==> src/rtl/demux14_buf_pkg.sv <==
// rtl/demux14_buf_pkg.sv - shared channel constants for the 1-to-4 registered demultiplexer
package demux14_buf_pkg;

  localparam int NUM_CH = 4;

  // Channel indices use the same binary encoding as the 4:1 selector S
  localparam logic [1:0] CH0 = 2'd0;
  localparam logic [1:0] CH1 = 2'd1;
  localparam logic [1:0] CH2 = 2'd2;
  localparam logic [1:0] CH3 = 2'd3;

endpackage

==> src/rtl/demux_slot.sv <==
// rtl/demux_slot.sv - one-entry holding register with valid/ready output handshake
module demux_slot #(
  parameter int Size = 8
) (
  input  logic            clk,
  input  logic            rst,
  input  logic            load,
  input  logic [Size-1:0] data_in,
  input  logic            ready,
  output logic            valid,
  output logic [Size-1:0] data_out
);

  // Occupancy flag: a load wins over a simultaneous drain so the slot never bubbles
  always_ff @(posedge clk) begin
    if (rst) begin
      valid <= 1'b0;
    end else if (load) begin
      valid <= 1'b1;
    end else if (ready) begin
      valid <= 1'b0;
    end
  end

  // Data is only replaced by a load; a drain leaves the last word visible
  always_ff @(posedge clk) begin
    if (rst) begin
      data_out <= '0;
    end else if (load) begin
      data_out <= data_in;
    end
  end

endmodule

==> src/rtl/demux14_buf.sv <==
// rtl/demux14_buf.sv - registered 1-to-4 demux; DEMUX_RR_EN selects round-robin steering
module demux14_buf
  import demux14_buf_pkg::*;
#(
  parameter int Size = 8,
  parameter int CntW = 8
) (
  input  logic            clk,
  input  logic            rst,
  input  logic            in_valid,
  output logic            in_ready,
  input  logic [1:0]      in_sel,
  input  logic [Size-1:0] in_data,
  output logic [3:0]      out_valid,
  input  logic [3:0]      out_ready,
  output logic [Size-1:0] out_data0,
  output logic [Size-1:0] out_data1,
  output logic [Size-1:0] out_data2,
  output logic [Size-1:0] out_data3,
  output logic [CntW-1:0] dispatch_cnt
);

  logic [1:0]      tgt;
  logic            accept;
  logic [3:0]      load;
  logic [Size-1:0] slot_data [NUM_CH];

`ifdef DEMUX_RR_EN
  logic [1:0] ptr;
  logic [1:0] unused_sel;

  // Steering ignores in_sel; the pointer waits on a full channel rather than skipping it
  assign unused_sel = in_sel;
  assign tgt        = ptr;

  // Pointer advances only when a word is actually taken
  always_ff @(posedge clk) begin
    if (rst) begin
      ptr <= CH0;
    end else if (accept) begin
      ptr <= ptr + 2'd1;
    end
  end
`else
  assign tgt = in_sel;
`endif

  // A full target that is draining this cycle can still take the next word
  assign in_ready = ~out_valid[tgt] | out_ready[tgt];
  assign accept   = in_valid & in_ready;

  genvar i;
  generate
    for (i = 0; i < NUM_CH; i++) begin : g_slot
      assign load[i] = accept & (tgt == 2'(i));

      demux_slot #(.Size(Size)) u_slot (
        .clk      (clk),
        .rst      (rst),
        .load     (load[i]),
        .data_in  (in_data),
        .ready    (out_ready[i]),
        .valid    (out_valid[i]),
        .data_out (slot_data[i])
      );
    end
  endgenerate

  assign out_data0 = slot_data[CH0];
  assign out_data1 = slot_data[CH1];
  assign out_data2 = slot_data[CH2];
  assign out_data3 = slot_data[CH3];

  // Count of accepted words, wrapping naturally at 2^CntW
  always_ff @(posedge clk) begin
    if (rst) begin
      dispatch_cnt <= '0;
    end else if (accept) begin
      dispatch_cnt <= dispatch_cnt + {{(CntW-1){1'b0}}, 1'b1};
    end
  end

endmodule

==> config.mk <==
export PLATFORM = sky130hd
export DESIGN_NAME = demux14_buf
export DESIGN_NICKNAME = d
export VERILOG_FILES = /design/src/rtl/demux14_buf_pkg.sv /design/src/rtl/demux_slot.sv /design/src/rtl/demux14_buf.sv
export SDC_FILE = /design/constraint.sdc
export NUM_CORES = 1
export LEC_CHECK = 0
export ABC_AREA = 0
export BUFFER_PORTS_ARGS = -buffer_cell sky130_fd_sc_hd__buf_4
export CORE_ASPECT_RATIO = 0.8
export CORE_UTILIZATION = 35
export CTS_BUF_LIST = sky130_fd_sc_hd__clkbuf_4 sky130_fd_sc_hd__clkbuf_8 sky130_fd_sc_hd__clkbuf_16
export CTS_CLUSTER_SIZE = 14
export DETAILED_ROUTE_END_ITERATION = 8
export GPL_ROUTABILITY_DRIVEN = 0
export GPL_TIMING_DRIVEN = 0
export SKIP_LAST_GASP = 1
export SLEW_MARGIN = 40
export SYNTH_ARGS = -nofsm -noshare
export SYNTH_HDL_FRONTEND = slang
export SYNTH_SLANG_ARGS = --single-unit
==> constraint.sdc <==
create_clock -name clk -period 2.3 [get_ports clk]
set_input_delay 0.46 -clock clk [delete_from_list [all_inputs] [get_ports clk]]
set_output_delay 0.46 -clock clk [all_outputs]
set_load 0.02 [all_outputs]
Word-level counts from Yosys, hierarchy flattened:

Index checks and enable logic that the tools add are counted.

* logic and storage cells: 38
* output and inout bits: 45
* register bits: 44
* input bits: 17

* equal/unequal tests: 3
* $add $sub $neg: 1
* reductions and logical operators: 5
* bitwise logic cells: 7
* order comparisons: 1
* mux-type cells: 12

Operator list (count)
* 1-bit 2-to-1 mux: 10
* 8-bit by 1-bit adder with 8-bit output (second input constant): 1
* 2-bit nonzero test: 4
* 1-bit bitwise AND: 5
* 1-bit binary-select mux with 2-bit select: 2
* 2-bit == test (second input constant): 2
* 2-bit by 3-bit less-than comparator with 1-bit output (second input constant): 1
* 2-bit by 1-bit == test with 1-bit output (second input constant): 1
* 2-bit logical NOT: 1
* 1-bit inverter: 1
* 1-bit bitwise OR: 1

Depth between registers and ports, before layout:

* depth in word-level cells: 7
* depth in mapped cells: 6
* gate-level depth less buffers: 4

Modules after synthesis:

A second synthesis with hierarchy kept.

* cell total of the unflattened synthesis: 177
* area, all modules: 1742.9 µm²

By module, submodules not included
* demux_slot: sequential area each 180.2 µm², area each 321.6 µm², cells each 30, times used 4
* demux14_buf: sequential area each 160.2 µm², area each 456.7 µm², cells each 57, times used 1

Least setup slack after synthesis:

Ideal clock, no wire load.

* path kind: in2reg
* from: in out_ready[2]
* to: reg dispatch_cnt[0]
* slack: 0.558 ns
* arrival: 1.622 ns
* stages on the path: 5
* buffers on the path: 1
* required time: 2.179 ns
* library setup time: 0.121 ns
* path through: nor2b_1 mux4_2 buf_6 nor2_1 mux2_2

* word-level cells in the longest chain between the ends: 4

Ends and longest elaborated chain
* start, declared: RTL line demux14_buf.sv:15 `input logic [3:0] out_ready,`
* 1-bit binary-select mux with 2-bit select: RTL line demux14_buf.sv:49 `assign in_ready = ~out_valid[tgt] | out_ready[tgt];`
* 1-bit 2-to-1 mux (implied by the code): RTL line demux14_buf.sv:49
* 1-bit bitwise OR: RTL line demux14_buf.sv:49
* 1-bit bitwise AND: RTL line demux14_buf.sv:50 `assign accept = in_valid & in_ready;`
* end signal, assigned: RTL line demux14_buf.sv:79 `dispatch_cnt <= dispatch_cnt + {{(CntW-1){1'b0}}, 1'b1};`
* end, declared: RTL line demux14_buf.sv:20 `output logic [CntW-1:0] dispatch_cnt`

Every way passes these cells. The select of a mux whose other input is x is not followed.
A chain may end at the register's enable or synchronous reset.

Worst setup path after layout:

* from: reg g_slot[2].u_slot.valid
* to: out in_ready

* word-level cells in the longest chain between the ends: 4

Ends and longest elaborated chain
* start, declared: RTL line demux_slot.sv:10 `output logic valid,`
* start signal, assigned: RTL line demux_slot.sv:17 `valid <= 1'b0;`
* start signal, assigned: RTL line demux_slot.sv:19 `valid <= 1'b1;`
* start signal, assigned: RTL line demux_slot.sv:21 `valid <= 1'b0;`
* 1-bit binary-select mux with 2-bit select: RTL line demux14_buf.sv:49
* 1-bit 2-to-1 mux (implied by the code): RTL line demux14_buf.sv:49
* 1-bit inverter: RTL line demux14_buf.sv:49
* 1-bit bitwise OR: RTL line demux14_buf.sv:49
* end, declared: RTL line demux14_buf.sv:11 `output logic in_ready,`

Every way passes these cells. The select of a mux whose other input is x is not followed.

==> metrics.txt <==
# TYPE chip_impl_metric gauge
chip_impl_metric{name="worstPathMaxFanout",unit=""} 10
chip_impl_metric{name="antenna_found_initial",unit=""} 0
chip_impl_info{name="final_common_cell",value="buf_4"} 1
chip_impl_info{name="crit_chain",value="nor2b_1, mux4_2, buf_6, inv_1, buf_4"} 1
chip_impl_metric{name="fin_skew",unit="ns"} 0.00315
chip_impl_metric{name="yosysSeqAreaShare",unit="%"} 50.4
chip_impl_metric{name="total_power",unit="mW"} 1.47
chip_impl_metric{name="max-vdd-ir-drop",unit="uV"} 376
chip_impl_metric{name="fill_cells",unit=""} 460
chip_impl_metric{name="cts_hold_buffers",unit=""} 0
chip_impl_metric{name="critical_path_buf_inv_count",unit=""} 3
chip_impl_metric{name="rows",unit=""} 22
chip_impl_metric{name="max-clock-path-buffers",unit=""} 2
chip_impl_metric{name="die_height",unit="um"} 65.2
chip_impl_info{name="critical_path.slowest_cell",value="mux4_2"} 1
chip_impl_metric{name="final_antenna_net_count",unit=""} 0
chip_impl_info{name="type_of_the_most_critical_hold_path",value="in -> reg"} 1
chip_impl_info{name="run_status",value="completed"} 1
chip_impl_metric{name="timing.critical_path.required",unit="ns"} 1.84
chip_impl_metric{name="max_cap_viol_count",unit=""} 0
chip_impl_metric{name="viasPerCell",unit=""} 4.69
chip_impl_info{name="cell_types_occupying_the_most_area_after_synthesis",value="dfxtp_1 (50%), mux2i_1 (19%), nor2_1 (8.6%)"} 1
chip_impl_metric{name="design.portCount",unit=""} 62
chip_impl_info{name="setup.worst_path.end_class",value="output pin"} 1
chip_impl_metric{name="period_share",unit="%"} 90.7
chip_impl_metric{name="critical_path_cell_count",unit=""} 5
chip_impl_metric{name="latest_clock_arrival_within_the_worst_skew_pair",unit="ns"} 0.29
chip_impl_metric{name="cts_htree_levels",unit=""} 2
chip_impl_info{name="category_of_cells_accounting_for_the_largest_share_of_critical_path_delay",value="multiplexers"} 1
chip_impl_metric{name="timing.final.setup_violations",unit=""} 0
chip_impl_metric{name="pin_count_of_the_biggest_net_entering_global_routing",unit=""} 14
chip_impl_info{name="timing.hold.worst.start",value="in_data[7]"} 1
chip_impl_metric{name="relative_slew_slack",unit="%"} 63.0
chip_impl_metric{name="finalHoldViolations",unit=""} 0
chip_impl_metric{name="post_synth_inst_count",unit=""} 178
chip_impl_metric{name="postCtsSetupBuffers",unit=""} 0
chip_impl_metric{name="die_area",unit="sq mm"} 0.00529
chip_impl_metric{name="synth.cell_area",unit="sq mm"} 0.00175
chip_impl_metric{name="num_vias",unit=""} 1426
chip_impl_metric{name="yosys.area.top_type_share",unit="%"} 50.4
chip_impl_metric{name="antenna_cells",unit=""} 0
chip_impl_metric{name="max_stage_delay",unit="ns"} 0.53
chip_impl_metric{name="final-max-slew-violation-count",unit=""} 0
chip_impl_metric{name="worst_setup_hold_path_clk_slew",unit="ns"} 0.08
chip_impl_metric{name="grt_first_pass_wirelength",unit="um"} 6490
chip_impl_metric{name="syn-mean-instance-area",unit="sq um"} 9.83
chip_impl_metric{name="layout-drive-gt1-share",unit="%"} 32.8
chip_impl_info{name="path_class",value="reg -> out"} 1
chip_impl_metric{name="grt_overflow",unit=""} 0
chip_impl_info{name="cts_tree",value="built"} 1
chip_impl_metric{name="worst_hold_slack",unit="ns"} 0.424
chip_impl_metric{name="global_route.usage.total",unit="%"} 16.8
chip_impl_metric{name="placeableCoreArea",unit="sq mm"} 0.00471
chip_impl_info{name="category_of_the_worst_setup_path_launch_point",value="flip-flop"} 1
chip_impl_metric{name="cts-resized-gates",unit=""} 0
chip_impl_metric{name="cp_data_arrival_time",unit="ns"} 1.63
chip_impl_metric{name="finish.utilization",unit="%"} 49.9
chip_impl_metric{name="tightest_slew",unit="ns"} 0.555
chip_impl_metric{name="dr.first_iter.drc_count",unit=""} 71
chip_impl_metric{name="grt_pass1_vias",unit=""} 1283
chip_impl_info{name="rsz0062_at_grt",value="no"} 1
chip_impl_metric{name="nets",unit=""} 262
chip_impl_metric{name="die-width",unit="um"} 81.0
chip_impl_metric{name="yosysWarnings",unit=""} 0
chip_impl_metric{name="layout-area-overhead-vs-synth",unit="%"} 34.3
chip_impl_metric{name="pwrdens",unit="mW/mm^2"} 625
chip_impl_metric{name="route.detailed.drc",unit=""} 0
chip_impl_metric{name="wirelength",unit="um"} 4210
chip_impl_metric{name="dp_hpwl",unit="um"} 2900
chip_impl_metric{name="synth.ff_latch_count",unit=""} 44
chip_impl_info{name="most-common-layout-cells",value="buf_4 (63), dfxtp_1 (44), nor2_1 (40)"} 1
chip_impl_metric{name="buffer_ports.inserted",unit=""} 59
chip_impl_metric{name="synth.lib_cells_used.distinct",unit=""} 25
chip_impl_metric{name="drt_pass1_iterations",unit=""} 4
chip_impl_metric{name="setup_tns",unit="ns"} 0
chip_impl_metric{name="synthesis.nets",unit=""} 196
chip_impl_info{name="r2r-start",value="g_slot[2].u_slot.valid"} 1
chip_impl_metric{name="ff2ff_path_depth",unit=""} 5
chip_impl_metric{name="numClockSinks",unit=""} 44
chip_impl_metric{name="initial_utilization",unit="%"} 37.2
chip_impl_metric{name="numCtsBuffers",unit=""} 5
chip_impl_metric{name="leakagePower",unit="nW"} 1.05
chip_impl_metric{name="numPlacedInstances",unit=""} 297
chip_impl_info{name="critical_path.startpoint",value="g_slot[2].u_slot.valid"} 1
chip_impl_metric{name="hold-path-cell-count",unit=""} 3
chip_impl_info{name="netlist.top_cell.by_area",value="dfxtp_1"} 1
chip_impl_info{name="cts_root_buffer",value="clkbuf_8"} 1
chip_impl_metric{name="timing.fmax",unit="MHz"} 480
chip_impl_metric{name="instances_no_fill",unit=""} 304
chip_impl_metric{name="detail_route.wl_per_cell",unit="um"} 13.8
chip_impl_metric{name="final_period_minus_worst_setup_slack",unit="ns"} 2.09
-- cell usage after synthesis --
cell      number
or4_1          1
dfxtp_1       44
nand4_1        5
mux2i_1       33
nor2b_1        3
nor2_1        40
nor2b_4        2
buf_2          5
buf_4          4
mux2_2         1
inv_1          2
buf_6          1
a21oi_1        7
and3_1         2
ha_1           1
nor3_1         2
clkbuf_1       4
buf_1          1
nand2b_1       2
o21ai_0        6
mux4_2         1
nand2_1        3
or3_1          6
or2b_1         1
nor3b_1        1
-- per-stage QoR --
step | setup slack, ns | instance area (sq um)
after floorplan | 0.558 | 1750
after global placement | 0.330 | 2270
after detailed placement | 0.350 | 2270
after CTS | 0.207 | 2350
after global routing | 0.147 | 2350
final | 0.215 | 2350
-- kinds of logic after synthesis --
kind of cell / count (synthesis) / share of synthesized area (%)
compound gates: 13 / 3.72
fa+ha+maj: 1 / 0.715
buf+inv: 17 / 5.29
flops: 44 / 50.4
mux: 35 / 20.8
simple gates: 68 / 19.1
-- worst reg2reg max path: cells and delay by family, from the launching register on --
family | cells | cell delay (ns)
buffers and inverters | 1 | 0.17
DFF | 1 | 0.31
muxes | 2 | 0.88
and+or+nand+nor | 2 | 0.32
-- flip-flops by register name, summed over array words and instances (netlist names) --
register	flops
dispatch_cnt	8
g_slot.u_slot.data_out	32
g_slot.u_slot.valid	4
-- path summary, 6_finish.rpt --
check             slack [ns]                           end
hold reg to reg         0.49               dispatch_cnt[7]
setup / recovery        0.21                      in_ready
setup reg to reg        0.51               dispatch_cnt[0]
hold / removal          0.42  g_slot[0].u_slot.data_out[7]
-- cell type report --
class | instances | area [sq um] | area share (%)
sequential | 44 | 881 | 37.5
buffer | 15 | 85.1 | 3.62
timing repair buffer | 59 | 443 | 18.9
clock buffer | 5 | 68.8 | 2.93
tap | 60 | 75.1 | 3.20
multi-input combinational | 117 | 776 | 33.0
inverter | 2 | 7.51 | 0.320
clock inverter | 2 | 12.5 | 0.533
-- power breakdown --
part | internal, mW | switching (mW)
Combinational | 0.0898 | 0.106
Clock | 0.206 | 0.262
Sequential | 0.787 | 0.0178
-- layer usage --
layer | track usage, % | vias to the layer above | wire length, um
li1 | - | 727 | -
met2 | 23.7 | 50 | 1760
met3 | 4.86 | 5 | 328
met5 | 0 | - | 0
met1 | 24.0 | 644 | 2080
met4 | 6.03 | 0 | 38
(Power assumes the default switching activity.)
